===== config.mk =====
export PLATFORM = sky130hd
export DESIGN_NAME = rx_byte_assembler
export DESIGN_NICKNAME = d
export VERILOG_FILES = /design/src/rtl/rx_byte_assembler.sv
export SDC_FILE = /design/constraint.sdc
export NUM_CORES = 1
export LEC_CHECK = 0
export CAP_MARGIN = 0
export CELL_PAD_IN_SITES_DETAIL_PLACEMENT = 1
export CELL_PAD_IN_SITES_GLOBAL_PLACEMENT = 1
export CORE_MARGIN = 8
export CORE_UTILIZATION = 41
export CTS_CLUSTER_DIAMETER = 200
export CTS_CLUSTER_SIZE = 25
export DETAILED_ROUTE_END_ITERATION = 10
export PLACE_DENSITY_LB_ADDON = 0.3
export SLEW_MARGIN = 40
export SYNTH_ARGS = -nofsm -noshare
export SYNTH_HDL_FRONTEND = slang
export SYNTH_SLANG_ARGS = --single-unit

===== constraint.sdc =====
create_clock -name clk -period 2.2 [get_ports clk]
set_input_delay 0.44 -clock clk [delete_from_list [all_inputs] [get_ports clk]]
set_output_delay 0.44 -clock clk [all_outputs]
set_load 0.02 [all_outputs]

===== src/rtl/rx_byte_assembler.sv =====
// Packs per-bit frame_decode events LSB first into bytes, checks ISO/IEC 14443A
// odd parity and emits registered by-byte soc/data/eoc/error events.
module rx_byte_assembler #(
  parameter bit PARITY_EN = 1'b1
) (
  input  logic       clk,
  input  logic       rst,
  input  logic       in_soc,
  input  logic       in_eoc,
  input  logic       in_error,
  input  logic       in_data_valid,
  input  logic       in_data,
  output logic       out_soc,
  output logic       out_eoc,
  output logic       out_error,
  output logic       out_data_valid,
  output logic [7:0] out_data,
  output logic [2:0] out_data_bits
);

  typedef enum logic [1:0] {IDLE, RX, ERR} state_t;

  state_t     state_q, state_d;
  logic [3:0] cnt_q, cnt_d;
  logic [7:0] sr_q, sr_d;
  logic [7:0] byte_w;
  logic       soc_q, soc_d, eoc_q, eoc_d, err_q, err_d, dv_q, dv_d;
  logic [7:0] data_q, data_d;
  logic [2:0] bits_q, bits_d;

  always_comb begin
    state_d = state_q;
    cnt_d   = cnt_q;
    sr_d    = sr_q;
    soc_d   = 1'b0;
    eoc_d   = 1'b0;
    err_d   = 1'b0;
    dv_d    = 1'b0;
    data_d  = 8'h00;
    bits_d  = 3'd0;
    // Bits land at their final position, so a partial byte is already right-aligned
    // with zeros above it.
    byte_w  = sr_q;
    byte_w[cnt_q[2:0]] = in_data;

    if (in_soc) begin
      soc_d   = 1'b1;
      state_d = RX;
      cnt_d   = 4'd0;
      sr_d    = 8'h00;
    end else begin
      case (state_q)
        RX: begin
          if (in_eoc) begin
            eoc_d   = 1'b1;
            state_d = IDLE;
            cnt_d   = 4'd0;
            sr_d    = 8'h00;
            if (in_error || cnt_q == 4'd8) begin
              err_d = 1'b1;
            end else if (cnt_q != 4'd0) begin
              dv_d   = 1'b1;
              data_d = sr_q;
              bits_d = cnt_q[2:0];
            end
          end else if (in_error) begin
            err_d   = 1'b1;
            state_d = ERR;
          end else if (in_data_valid) begin
            if (cnt_q == 4'd8) begin
              cnt_d = 4'd0;
              sr_d  = 8'h00;
              if (in_data == ~^sr_q) begin
                dv_d   = 1'b1;
                data_d = sr_q;
              end else begin
                err_d   = 1'b1;
                state_d = ERR;
              end
            end else if (cnt_q == 4'd7) begin
              if (PARITY_EN) begin
                sr_d  = byte_w;
                cnt_d = 4'd8;
              end else begin
                dv_d   = 1'b1;
                data_d = byte_w;
                sr_d   = 8'h00;
                cnt_d  = 4'd0;
              end
            end else begin
              sr_d  = byte_w;
              cnt_d = cnt_q + 4'd1;
            end
          end
        end
        ERR: begin
          // The error was already reported when ERR was entered.
          if (in_eoc) begin
            eoc_d   = 1'b1;
            state_d = IDLE;
            cnt_d   = 4'd0;
            sr_d    = 8'h00;
          end
        end
        default: state_d = IDLE;
      endcase
    end
  end

  always_ff @(posedge clk or posedge rst) begin
    if (rst) begin
      state_q <= IDLE;
      cnt_q   <= 4'd0;
      sr_q    <= 8'h00;
      soc_q   <= 1'b0;
      eoc_q   <= 1'b0;
      err_q   <= 1'b0;
      dv_q    <= 1'b0;
      data_q  <= 8'h00;
      bits_q  <= 3'd0;
    end else begin
      state_q <= state_d;
      cnt_q   <= cnt_d;
      sr_q    <= sr_d;
      soc_q   <= soc_d;
      eoc_q   <= eoc_d;
      err_q   <= err_d;
      dv_q    <= dv_d;
      data_q  <= data_d;
      bits_q  <= bits_d;
    end
  end

  assign out_soc        = soc_q;
  assign out_eoc        = eoc_q;
  assign out_error      = err_q;
  assign out_data_valid = dv_q;
  assign out_data       = data_q;
  assign out_data_bits  = bits_q;

endmodule

==> summary by stage, run 1 <==
Synth
The number of warnings issued by yosys is 0. The share of the Yosys chip area taken by registers is 47.27%. The number of distinct standard cells referenced by the synthesized netlist is 45.

The synthesized netlist occupies a cell area of 1535 um^2. A synthesized cell averages 10.23 um^2. The number of standard cells after synthesis is 150. The main flop type after synthesis is dfrtp_1. The most common cell in the synthesized netlist is dfrtp_1. Counting flops with an async set or reset pin after synthesis yields a share of 100.0%.

The synthesized netlist net count is 161. The leading area contributor after synthesis is dfrtp_1. The area fraction of the dominant cell type after synthesis is 47.27%. The synthesized design contains 0 enable-type register cells.

Sorting the synthesized cells by area gives the leading types as dfrtp_1, nand2_1, o22ai_1. Sorting the synthesized cells by how often they occur yields dfrtp_1, nand2_1, nor2_1. Synthesis inferred 29 register bits.

Placed design
The worst setup slack after placement is -110.4 ps. The estimated wirelength of the detail-placed design is 2.986 mm. The number of buffers inserted by port buffering is 21. At the end of routability-driven placement, the weighted congestion stood at 0.8240.

Clocking
CTS built an H-tree with a depth of 2. The TritonCTS clock tree is yes. In this run the deepest clock path goes through 2 buffers. The total number of clock tree sinks is 29. For this design, the CTS-stage hold fixing added 0 buffers. Clock-pin slew was measured on the worst setup and hold paths at 60 ps. Clock tree synthesis selected as its root buffer the cell clkbuf_8. Counting the buffers created by CTS gives 5. The clock latency on the worst-skew pair is 280 ps.

Route
Summing over every cut layer, the via total after detailed routing is 1324. The per-cell via count in the routed design is 5.610. The total wire length is 4.015 mm. The average wire length per cell after detail routing is 17.01 um. The number of iterations in the first detailed-routing pass is 4. After the first detailed-routing iteration, the DRC count stood at 54. The count of antenna-violating nets left after detailed routing is 0. The number of remaining DRC errors is 0.

Job
Max-cap violations in this run came to 0.

Timing
Of the available clock period, the critical path in the final layout requires 89.04%. After layout, the worst setup slack is 241.1 ps. The sum of negative setup slack is 0 ps.

For the pin with the worst max-slew slack, the measured transition is 457.2 ps. The final hold violation count is 0. The count of final setup violators is 0. The upper clock frequency limit is 510.5 MHz.

The time the final worst path needs with I/O delays and setup is 1959 ps. Measured against its own limit, the worst slew margin works out to 69.46%. The final worst clock skew is 4.717 ps. Setup repair after global routing left no endpoint under its margin. The final-report max-slew violation count was 0.

Critical path
The critical path is of the flip-flop to flip-flop type. The most critical setup path has its startpoint at cnt_q[0]. Following the worst setup path forward leads to its endpoint at cnt_q[2]. For flop-to-flop paths, the worst setup slack is 240 ps.

STA classifies the critical path startpoint as a flip-flop. The number of cell instances on the worst register-to-register path is 6. The start of the worst register-to-register path is cnt_q[0]. The worst setup path is captured at a flip-flop. The worst register-to-register path ends at cnt_q[2].

Of all nets on the critical path, the largest fanout is 10. The worst endpoint data arrival time is 2160 ps. At the worst endpoint, the required time is 2400 ps.

Die
The floorplan step defined a core boundary enclosing 3633 um^2. The number of standard-cell rows in the floorplan is 22. Measured along the y axis, the die boundary spans 77.19 um.

The number of placed I/O pins is 22. For this configuration, the core starts out at a cell density of 42.25%. Measured along the x axis, the die boundary spans 77.19 um. The area of the die is 5958 um^2.

Cells and area
The area growth from synthesis to layout is 31.30%. The fraction of layout cells with a size suffix above 1 is 17.55%. In the final design database the tool counted 198 nets. The number of antenna diodes is 0.

Power
Summed over all cells, the static leakage comes to 0.8855 nW. The overall power after layout is 1.162 mW. The largest voltage drop on the vdd net is 0.0002709 V. The power per cell area is 576.4 nW/um^2.

Global route
For this run, global-route usage on met3 was measured as 4.429%. The residual overflow from global routing is 0. The via count of the first global-routing pass was 1445. The number of antenna violations at the first check in global routing came to 0. Entering global routing, the biggest net connects 30 pins. The most used routing layer in global routing is met2. The first global-routing pass estimated 6.851 mm of wire. Global routing used 14.10% of the available tracks across all layers.

Global routing consumed, on the met1 layer, 16.02% of the routing resources. The global-route track usage on met2 is 23.42%.

Status
The flow ran to the end, and the final reports show no timing, DRC or antenna violations.

Worst hold path
The class of the worst hold path is input pin to asynchronous set/reset pin.
## layout make-up
type | instances | area, um^2
tap | 48 | 60.06
clock buffer | 7 | 96.34
multi-input combinational | 105 | 748.2
timing repair buffer | 38 | 350.3
inverter | 8 | 30.03
sequential | 29 | 725.7
clock inverter | 1 | 5.005
fill | 416 | 1618
## where the power goes
part / internal (mW) / leakage [nW] / switching [mW]
Clock: 0.282 / 0.0542 / 0.204
Sequential: 0.539 / 0.399 / 0.00307
Combinational: 0.0606 / 0.432 / 0.0729
Total: 0.882 / 0.885 / 0.280
## placed cells by master, fill, tap and decap left out, drive strengths merged, types with 2 or more instances in the layout
| cell type | synthesis | layout |
|---|---|---|
| and3 | 2 | 2 |
| inv | 8 | 8 |
| ha | 4 | 4 |
| o22a | 3 | 3 |
| o21ai | 10 | 10 |
| xnor2 | 3 | 3 |
| a32o | 4 | 4 |
| nor4 | 3 | 3 |
| clkdlybuf4s50 | 0 | 21 |
| xnor3 | 2 | 2 |
| buf | 7 | 17 |
| dfrtp | 29 | 29 |
| o2bb2ai | 3 | 3 |
| nor3 | 2 | 2 |
| clkbuf | 1 | 7 |
| nor2 | 12 | 12 |
| and2 | 3 | 3 |
| nand2 | 17 | 17 |
| nand3 | 2 | 2 |
| nand4b | 2 | 2 |
| nand2b | 3 | 3 |
| a21oi | 2 | 2 |
| o22ai | 9 | 9 |
## metrics by stage
step | area [um^2] | hold slack, ps | utilization, % | instances
after global routing | 2016 | 591.5 | 55.48 | 236
after global placement | 1909 | 536.4 | 52.55 | 228
after CTS | 2011 | 549.6 | 55.34 | 236
after detailed placement | 1909 | 546.5 | 52.55 | 228
after floorplan | 1535 | 471.4 | - | 150
final | 2016 | 541.2 | 55.48 | 236
## metal layers
metal	share of wire, %	vias up
met4	1.7	0
li1	-	619
met1	42	658
met2	50	40
met5	0	-
met3	6.2	7
## cell families (layout without fill, tap and decap cells)
logic type      after synthesis  after routing  synth area share (%)
simple gates                 53             53                 18.50
compound gates               41             41                 19.40
flops                        29             29                 47.27
buf+inv                      16             54                 4.401
xor+xnor                      6              6                 6.520
fa+ha+maj                     4              4                 3.260
mux                           1              1                0.6520
## sequential cells by signal, indices dropped and copies added, names as in the netlist
signal and count:
out_data_bits 3, out_error 1, cnt_q 4, out_soc 1, out_eoc 1, sr_q 8, out_data 8, state_q 2
out_data_valid 1
## repair_timing
item / in CTS / in global routing
resized for setup: 0 / 1
setup buffers: 0 / 0
setup endpoints to repair: 0 / 3
## worst min-delay path by stage
stage | endpoint | slack, ps | cells after the start
detailed placement | out_data[7] | 550 | 2
global placement | out_data[7] | 540 | 2
CTS | out_data[1] | 550 | 3
floorplan | out_soc | 470 | 0
global route | out_data[1] | 590 | 3
finish | out_data[1] | 540 | 3
## worst max-delay path, cell delays in order, from the launching register on
cell and delay (ps):
dfrtp_1 350, inv_1 60, ha_1 240, and3b_1 220
or4_1 620, o22a_1 250, o21ai_0 140
(Power assumes the default switching activity.)
==> run 2, diff against run 1 <==
MAX_ROUTING_LAYER = met4   (was unset)
==> summary by stage, run 2 (synthesis gave the netlist of run 1 again) <==
Status
The flow ran to the end, and the final reports show no timing, DRC or antenna violations.

Placed design
The worst setup slack after placement was -110.4 ps (unchanged). The number of buffers inserted by port buffering is 21 (unchanged). The routability-driven placement congestion ratio is 0.8364 (+1.5%). The estimated wirelength of the detail-placed design is 2.986 mm (unchanged). The total cell area at the placement stage is 1909 um^2 (unchanged). The count of placed standard cells including taps is 228 (unchanged).

Job
The number of max-cap violations is 0 (unchanged).

Route
The number of remaining DRC errors was 0 (unchanged). The number of DRC markers after the initial detailed-route iteration is 59 (+9.3%). The via count came to 1315 (-0.68%). The average wire length per cell after detail routing was 17.02 um (about the same).

The number of iterations in the first detailed-routing pass is 4 (unchanged). The count of antenna-violating nets left after detailed routing is 0 (unchanged). The total wire length came to 4.016 mm (about the same). The per-cell via count in the routed design is 5.572 (-0.68%).

Clocking
The hold buffer count at cts was 0 (unchanged). The clock latency on the worst-skew pair is 280 ps (about the same). The total number of clock tree sinks is 29 (unchanged). Clock tree synthesis selected as its root buffer the cell clkbuf_8. The maximum count of clock buffers along a single path is 2 (unchanged). The clock-pin slew on the worst setup and hold paths is 60 ps (about the same). The CTS H-tree depth is 2 (unchanged). The number of buffers created by CTS is 5 (unchanged). TritonCTS built the clock tree.

Cells and area
The most common cell after layout, fill and taps aside is dfrtp_1. The total of fill cells in the finished design is 416 (unchanged). The number of antenna diodes is 0 (unchanged). The fraction of layout cells with a size suffix above 1 was 17.55% (unchanged).

The final standard cell count with taps included and fillers excluded is 236 (unchanged). Leaving out fill and tap cells, the most frequent cells in the layout are dfrtp_1, clkdlybuf4s50_1, nand2_1, buf_4, nor2_1. The area growth from synthesis to layout is 31.30% (unchanged). The share of the core filled with cells is 55.48% (unchanged). The final instance area is 2016 um^2 (unchanged). The number of nets at the end of the flow came to 198 (unchanged).

Die
The initial standard-cell utilization of the core is 42.25% (unchanged). The chip width is 77.19 um (unchanged). The number of standard-cell rows in the floorplan is 22 (unchanged). The number of placed I/O pins was 22 (unchanged). The area of the die is 5958 um^2 (unchanged). The core outline area was 3633 um^2 (unchanged). The die span in y is 77.19 um (unchanged).

Power
The power per cell area is 577.1 nW/um^2 (+0.12%). The overall power after layout is 1.163 mW (+0.12%). The leakage component of the power was 0.8855 nW (unchanged).

The largest voltage drop on the vdd net is 0.0002711 V (about the same).

Global route
The aggregate global-route resource usage is 14.51% (+0.41 points). The via count of the first global-routing pass is 1444 (-0.069%). The wire length of the first global-routing pass is 6.865 mm (+0.20%).

The maximum number of pins on one net before global-route repair was 30 (unchanged). The number of antenna violations at the first check in global routing was 0 (unchanged). The residual overflow from global routing came to 0 (unchanged).

Timing
The final-report max-slew violation count is 0 (unchanged). The upper clock frequency limit is 510.5 MHz (about the same). The final hold violation count is 0 (unchanged).

The count of final setup violators is 0 (unchanged). The final worst clock skew came to 4.641 ps (-0.07611 ps). The worst slack on hold paths was 539.7 ps (-1.461 ps).

The sum of negative setup slack is 0 ps (unchanged). The actual slew at the worst max-slew pin came to 458.9 ps (+1.707 ps). The worst path setup slack after routing was 241.1 ps (-0.01800 ps). Setup repair after global routing left no endpoint under its margin. The share of the clock period used by the worst path after layout is 89.04% (about the same). The worst relative slew slack is 69.34% (-0.11 points). The time the final worst path needs with I/O delays and setup is 1959 ps (+0.01800 ps).

Critical path
The data required time of the critical path is 2400 ps (about the same). The critical path start-end classification is flip-flop to flip-flop. The kind of end point of the critical path is a flip-flop. The worst endpoint data arrival time is 2160 ps (about the same). The maximum fanout along the worst path is 10 (unchanged). The type of element launching the critical path is a flip-flop.

Worst hold path
The min-delay analysis places its worst path in the category input pin to asynchronous set/reset pin.
==> run 2: cell counts in the layout (fill, tap and decap cells not counted) <==
Identical to the previous run, type by type.
==> run 2: what timing repair did <==
item,in CTS,in global routing
buffers inserted,0,0
resized for setup,0,1
endpoints found under the setup margin,0,3
==> run 2: worst max-delay path, cell delays in order (launching register included) <==
cell,delay [ps]
dfrtp_1,350
inv_1,60
ha_1,240
and3b_1,220
or4_1,620
o22a_1,250
o21ai_0,140
==> run 2: worst paths after layout <==
path,start,cells past startpoint,endpoint,slack (ps)
max in group asynchronous,rst,3,out_data_bits[2],1380
setup / recovery,cnt_q[0],6,cnt_q[2],240
hold reg to reg,sr_q[4],2,out_data[4],560
min in group clk,sr_q[4],2,out_data[4],560
setup reg to reg,cnt_q[0],6,cnt_q[2],240
hold / removal,rst,3,out_data[1],540
==> run 2: power breakdown <==
part | switching [mW] | internal (mW) | total [mW]
registers | 0.00307 | 0.539 | 0.542
logic | 0.0730 | 0.0606 | 0.134
clock network | 0.205 | 0.282 | 0.487
==> run 2: routing by layer <==
layer,global-route usage [%],wire [um],vias to the layer above
li1,-,-,619
met1,16.37,1700,655
met2,23.42,2052,34
met3,3.963,192,7
met4,6.604,71,0
met5,-,0,-
==> run 2: layout make-up <==
class | count | area (um^2) | share of cell area, %
Tap cell | 48 | 60.06 | 2.980
Clock buffer | 7 | 96.34 | 4.780
Sequential cell | 29 | 725.7 | 36.00
Multi-Input combinational cell | 105 | 748.2 | 37.12
Clock inverter | 1 | 5.005 | 0.2483
Timing Repair Buffer | 38 | 350.3 | 17.38
Inverter | 8 | 30.03 | 1.490
